## src/rtl/stack_pkg.sv

```systemverilog
// Shared constants, op-code encoding and request decode for the parameterised LIFO stack.
package stack_pkg;

    localparam int DEFAULT_WIDTH = 8;
    localparam int DEFAULT_DEPTH = 8;

    typedef enum logic [1:0] {
        OP_IDLE    = 2'd0,
        OP_PUSH    = 2'd1,
        OP_POP     = 2'd2,
        OP_REPLACE = 2'd3
    } stack_op_e;

    typedef struct packed {
        stack_op_e op;
        logic      overflow;
        logic      underflow;
    } stack_dec_t;

    // A simultaneous push+pop on an empty stack degrades to a plain push
    // and still reports the rejected pop.
    function automatic stack_dec_t decode_op(
        input logic push,
        input logic pop,
        input logic is_empty,
        input logic is_full
    );
        stack_dec_t dec;
        dec.op        = OP_IDLE;
        dec.overflow  = 1'b0;
        dec.underflow = 1'b0;
        case ({push, pop})
            2'b10: begin
                if (is_full) dec.overflow = 1'b1;
                else         dec.op       = OP_PUSH;
            end
            2'b01: begin
                if (is_empty) dec.underflow = 1'b1;
                else          dec.op        = OP_POP;
            end
            2'b11: begin
                if (is_empty) begin
                    dec.op        = OP_PUSH;
                    dec.underflow = 1'b1;
                end else begin
                    dec.op = OP_REPLACE;
                end
            end
            default: dec.op = OP_IDLE;
        endcase
        return dec;
    endfunction

endpackage

```

## src/rtl/stack_regfile.sv

```systemverilog
// Stack storage: one synchronous write port, one asynchronous read port, no reset.
module stack_regfile #(
    parameter int WIDTH = 8,
    parameter int DEPTH = 8,
    parameter int AW    = $clog2(DEPTH)
) (
    input  logic             clk,
    input  logic             we,
    input  logic [AW-1:0]    waddr,
    input  logic [WIDTH-1:0] wdata,
    input  logic [AW-1:0]    raddr,
    output logic [WIDTH-1:0] rdata
);

    logic [WIDTH-1:0] mem [DEPTH];

    always_ff @(posedge clk) begin
        if (we) begin
            mem[waddr] <= wdata;
        end
    end

    assign rdata = mem[raddr];

endmodule

```

## src/rtl/param_stack.sv

```systemverilog
// Parameterised LIFO stack: pointer, op decode, registered pop data and error pulses.
module param_stack
    import stack_pkg::*;
#(
    parameter int WIDTH = DEFAULT_WIDTH,
    parameter int DEPTH = DEFAULT_DEPTH,
    parameter int AW    = $clog2(DEPTH)
) (
    input  logic             clk,
    input  logic             reset,
    input  logic             push,
    input  logic             pop,
    input  logic [WIDTH-1:0] write_data,
    output logic [WIDTH-1:0] read_data,
    output logic [WIDTH-1:0] top_data,
    output logic [AW:0]      count,
    output logic             empty,
    output logic             full,
    output logic             overflow,
    output logic             underflow
);

    localparam logic [AW:0] SP_ONE  = (AW+1)'(1);
    localparam logic [AW:0] SP_FULL = (AW+1)'(DEPTH);

    logic [AW:0]      sp_reg, sp_next;
    logic [WIDTH-1:0] read_data_reg, read_data_next;
    logic             overflow_reg, underflow_reg;
    logic             is_empty, is_full;
    logic [AW-1:0]    top_addr;
    logic [WIDTH-1:0] top_word;
    logic             mem_we;
    logic [AW-1:0]    mem_waddr;
    stack_dec_t       dec;

    assign is_empty = (sp_reg == '0);
    assign is_full  = (sp_reg == SP_FULL);
    // Wraps to DEPTH-1 when empty; the read is masked by is_empty below.
    assign top_addr = sp_reg[AW-1:0] - AW'(1);
    assign dec      = decode_op(push, pop, is_empty, is_full);

    stack_regfile #(
        .WIDTH (WIDTH),
        .DEPTH (DEPTH),
        .AW    (AW)
    ) u_regfile (
        .clk   (clk),
        .we    (mem_we),
        .waddr (mem_waddr),
        .wdata (write_data),
        .raddr (top_addr),
        .rdata (top_word)
    );

    always_comb begin
        sp_next        = sp_reg;
        read_data_next = read_data_reg;
        mem_we         = 1'b0;
        mem_waddr      = sp_reg[AW-1:0];
        case (dec.op)
            OP_PUSH: begin
                mem_we  = 1'b1;
                sp_next = sp_reg + SP_ONE;
            end
            OP_POP: begin
                read_data_next = top_word;
                sp_next        = sp_reg - SP_ONE;
            end
            OP_REPLACE: begin
                mem_we         = 1'b1;
                mem_waddr      = top_addr;
                read_data_next = top_word;
            end
            default: begin
                sp_next = sp_reg;
            end
        endcase
    end

    always_ff @(posedge clk or negedge reset) begin
        if (!reset) begin
            sp_reg        <= '0;
            read_data_reg <= '0;
            overflow_reg  <= 1'b0;
            underflow_reg <= 1'b0;
        end else begin
            sp_reg        <= sp_next;
            read_data_reg <= read_data_next;
            overflow_reg  <= dec.overflow;
            underflow_reg <= dec.underflow;
        end
    end

    assign read_data = read_data_reg;
    assign top_data  = is_empty ? '0 : top_word;
    assign count     = sp_reg;
    assign empty     = is_empty;
    assign full      = is_full;
    assign overflow  = overflow_reg;
    assign underflow = underflow_reg;

endmodule

```

## config.mk

```make
export PLATFORM = sky130hd
export DESIGN_NAME = param_stack
export DESIGN_NICKNAME = d
export VERILOG_FILES = /design/src/rtl/stack_pkg.sv /design/src/rtl/stack_regfile.sv /design/src/rtl/param_stack.sv
export SDC_FILE = /design/constraint.sdc
export NUM_CORES = 1
export LEC_CHECK = 0
export CORE_MARGIN = 2
export CORE_UTILIZATION = 56
export CTS_CLUSTER_DIAMETER = 50
export DETAILED_ROUTE_END_ITERATION = 12
export PLACE_DENSITY_LB_ADDON = 0.2
export SYNTH_ARGS = -nofsm -noshare
export SYNTH_HDL_FRONTEND = slang
export SYNTH_SLANG_ARGS = --single-unit
```

## constraint.sdc

```tcl
create_clock -name clk -period 3.5 [get_ports clk]
set_input_delay 0.875 -clock clk [delete_from_list [all_inputs] [get_ports clk]]
set_output_delay 0.875 -clock clk [all_outputs]
set_load 0.02 [all_outputs]
```

# Word-level counts from Yosys, hierarchy flattened
# Memories as Yosys holds them, arrays and structs flattened.
# Index checks and enable logic that the tools add are counted.
# totals
ff_bits	14
mem_bits_rw	64
output_inout_bits	24
elab_cells	34
n_memories	1
# op_classes
n_addsub	3
eq_ne	7
muxes	14
reduce_logical	5
# mem_list
name	depth	word_bits	read_ports	rd_clocked_by_memory_dff	wr	line	text
u_regfile.mem	8	8	1	0	1	stack_regfile.sv:15	logic [WIDTH-1:0] mem [DEPTH];
# op_table
operator	count
2-bit == test (second input constant)	4
1-bit 2-to-1 mux	8
8-bit 2-to-1 mux	1
4-bit one-hot mux with 2 select lines	1
2-bit one-hot mux with 3 select lines	1
2-bit OR reduction	3
4-bit by 1-bit adder with 4-bit output (second input constant)	1
2-bit by 1-bit == test with 1-bit output (second input constant)	2
4-bit == test (second input constant)	1
4-bit logical NOT	1
2-bit 2-to-1 mux	2
4-bit by 1-bit subtractor with 4-bit output (second input constant)	1
3-bit 2-to-1 mux	1
3-bit by 1-bit subtractor with 3-bit output (second input constant)	1
2-bit nonzero test	1

# Depth between registers and ports, before layout
# depth
ltp_word	8
ltp_mapped	12

# Hierarchy
# A second synthesis with hierarchy kept.
# hier_totals
hier_cells	183
hier_area_um2	3363.2
# by_module_without_submodules
mod	instances	cells_per_inst	area_each_um2	seq_area_each_um2
stack_regfile	1	106	2531.2	1921.8
param_stack	1	77	832.0	350.3

# Worst setup path before layout
# No wires, ideal clock.
# synth_timing
path_type	flip-flop to flip-flop
from	register sp_reg[0] (netlist: count[0])
to	memory u_regfile.mem[0][0] (enable)
arrival_ns	2.950
required_time_ns	3.125
path_slack_ns	0.174
stages_incl_launch_ff	11
path_buffers	2
cell_sequence	dfrtp_1 -> buf_2 -> buf_2 -> inv_1 -> ha_1 -> nand3b_1 -> o21ai_2 -> inv_1 -> ha_1 -> or4_1 -> a21oi_1
# synth_via
elab_chain_cells	8
# synth_rtl
item	line	text
start: declaration	param_stack.sv:26	logic [AW:0] sp_reg, sp_next;
start signal: assignment	param_stack.sv:87	sp_reg <= sp_next;
4-bit == test / 4-bit logical NOT (equally long branches)	param_stack.sv:37, param_stack.sv:36	
1-bit 2-to-1 mux (tied with other cells)	stack_pkg.sv:34	if (is_full) dec.overflow = 1'b1;
2-bit one-hot mux with 3 select lines	stack_pkg.sv:32	case ({push, pop})
2-bit == test / 2-bit by 1-bit == test with 1-bit output (equally long branches)	param_stack.sv:60	case (dec.op)
2-bit OR reduction (no line)	--	
1-bit 2-to-1 mux	param_stack.sv:60	
1-bit 2-to-1 mux	stack_regfile.sv:18	if (we) begin
1-bit 2-to-1 mux (implied by the code)	stack_regfile.sv:19	mem[waddr] <= wdata;
end: declaration	stack_regfile.sv:15	
# Parallel ways exist; a longest one is shown, timed or not.

# Final worst setup path
# layout_timing
from	register sp_reg[1] (netlist: count[1])
to	output empty
# layout_via
elab_chain_cells	1
# layout_rtl
item	line	text
4-bit logical NOT	param_stack.sv:36	assign is_empty = (sp_reg == '0);
end: declaration	param_stack.sv:17	output logic empty,
# Every way passes these cells.

==> impl_metrics.tcl <==
set metrics [dict create \
    status "complete, no violations" \
    drc 0 \
    setup_viol 0 \
    antenna-diode-count 0 \
    drive_above_1_share 0.128 \
    wirelength_mm 7.12 \
    synth_area_um2 3390 \
    p_per_area_nw_per_um2 1050 \
    hp-class "reg2reg" \
    ctsRootBufferMaster "clkbuf_8" \
    top_level_ports 36 \
    dp_cells 362 \
    slowest_stage "clkdlybuf4s50_1" \
    fin_setup_tns_ns 0 \
    dp_slack_ns 0.170 \
    rsz0062_at_grt "no" \
    largest_reg_flops 64 \
    cp_max_fo 11 \
    drv_slew 0 \
    cp.arrival_ns 2.26 \
    first_pass_iters 4 \
    cts_htree_levels 3 \
    post-route-period-util 0.897 \
    antenna_left 0 \
    fin_util 0.710 \
    hold_viol_final 0 \
    cap_viol_max_count 0 \
    fin_ws_ns 0.360 \
    ir_drop_uv 694 \
    cp-end-kind "output pin" \
    worstSetupPathType "reg2out" \
    max_freq_mhz 318 \
    wire_per_inst_um 18.8 \
    cp_num_buf_inv 3 \
    final_common_cell "edfxtp_1" \
    cts_buffers 9 \
    synth.avg_cell_area_um2 13.6 \
    p_leak_nw 1.64 \
    cp-start-kind "flop" \
    portBuffers 35 \
    ys_seq_area_frac 0.670 \
    track_usage 0.229 \
    clock_latency_ns 0.35 \
    mostFrequentLayoutCells "64 x edfxtp_1, 34 x mux2i_1, 34 x nand3_1" \
    vias_per_cell 5.72 \
    finalCriticalPeriod_ns 3.14 \
    clk_pin_slew_ns 0.08 \
    clock_sinks 78 \
    vias 2169 \
    antenna_found_initial 0 \
    p_total_mw 4.39 \
    die-height_um 81.8 \
    syn_inst 249 \
    cp.required_ns 2.62 \
    gp_congestion 0.778 \
    ys_types 31 \
    synth_seq_cells 78 \
    grt_max_degree 46 \
    synthArstFlopShare 0.179 \
    hold_buffers 0 \
    final_cells 379 \
    nNetsFinal 317 \
    synth_nets 267 \
    overflow 0 \
    max-slew-margin-rel 0.553 \
    fp.dieW_um 81.8 \
    synth_flop_cell "edfxtp_1" \
    hpwl_mm 4.52 \
    syn2layout_area_growth_pct 23.3 \
    path_cells "inv_1 -> ha_4 -> nor3b_1 -> buf_4 -> clkdlybuf4s50_1" \
    cts.path.max_buffers 2 \
    synth_edf_count 64 \
    cts_tree "yes" \
    critPathMaxStageDelay_ns 0.62 \
    synth_warnings 0 \
    grt_pass1_wl_mm 10.7 \
    die-area_um2 6690 \
    worst_slew_pin_slew_ns 0.671 \
    row_count 28 \
    drtIter0Drc 247 \
    grt_pass1_vias 1975 \
    finClkSkew_ns 0.00714 \
    crit_family "buffers and inverters" \
    initial_core_util 0.576 \
    coreArea_um2 5890 \
    fillers 399 \
]
-- cell families (layout without fill, tap and decap cells) --
group | Yosys count | in the layout | synth area share
simple gates | 85 | 85 | 0.124
flops | 78 | 78 | 0.670
mux | 34 | 34 | 0.100
buf+inv | 21 | 76 | 0.0295
compound gates | 20 | 20 | 0.0343
fa+ha+maj | 6 | 6 | 0.0244
xor+xnor | 5 | 5 | 0.0174
-- worst paths after layout --
kind                                   start             endpoint  cells after the start  slack, ns
worst max-delay path                count[1]                empty                      5       0.36
worst min-delay path            read_data[0]         read_data[0]                      2       0.49
worst max register to register      count[1]  u_regfile.mem[1][7]                     11       0.58
worst min register to register  read_data[0]         read_data[0]                      2       0.49
max in group asynchronous              reset             count[0]                      1       2.12
min in group asynchronous              reset             count[3]                      1       0.92
-- per-stage QoR --
step	instance area [µm²]	hold WS, ns
4_1_cts	4130	0.493
3_5_place_dp	3890	0.475
5_1_grt	4180	0.520
6_report	4180	0.490
2_1_floorplan	3390	0.579
3_3_place_gp	3890	0.467
-- tightest hold or removal path: cells and delay by family, from the launching register on --
family / cells / cell delay (ns)
simple gates: 1 / 0.05
flops: 1 / 0.34
compound gates: 1 / 0.06
-- routing by layer --
metal,global-route usage,wire (µm),up-vias
met4,0.115,231,0
li1,-,-,1027
met3,0.0538,515,21
met5,0,0,-
met1,0.321,3040,1024
met2,0.336,3340,97
-- synth_stat cells (all sizes together), types with 3 or more instances --
library cell / number / area share
edfxtp: 64 / 0.57
mux2i: 34 / 0.10
nand3: 34 / 0.050
nor2: 20 / 0.022
dfrtp: 14 / 0.10
nand2: 10 / 0.011
nand4: 10 / 0.018
o21ai: 10 / 0.016
buf: 8 / 0.015
clkbuf: 7 / 0.0078
inv: 6 / 0.0066
a21oi: 5 / 0.0074
ha: 5 / 0.018
nor2b: 3 / 0.0055
nor4: 3 / 0.0055
xnor2: 3 / 0.010
-- timing repair --
action / 4_1_cts / 5_1_grt
setup buffers: 0 / 1
pin swaps: 0 / 1
endpoints found under the setup margin: 8 / 8
gates resized for setup: 2 / 9
-- power breakdown --
| group | leakage, nW | internal (mW) | switching, mW | total [mW] |
|---|---|---|---|---|
| registers | 0.751 | 1.22 | 0.101 | 1.32 |
| logic | 0.789 | 0.961 | 1.37 | 2.33 |
| clock network | 0.105 | 0.408 | 0.336 | 0.744 |
| total | 1.64 | 2.58 | 1.81 | 4.39 |
-- area by class of cell --
cell class,instances,area (µm²),share of cell area
Clock buffer,10,128,0.0305
Clock inverter,6,95.1,0.0228
Inverter,6,22.5,0.00539
Multi-Input combinational cell,150,1040,0.249
Sequential cell,78,2270,0.544
Tap cell,75,93.8,0.0225
Timing Repair Buffer,54,526,0.126
Note: power is estimated with default switching activity, not from simulation.
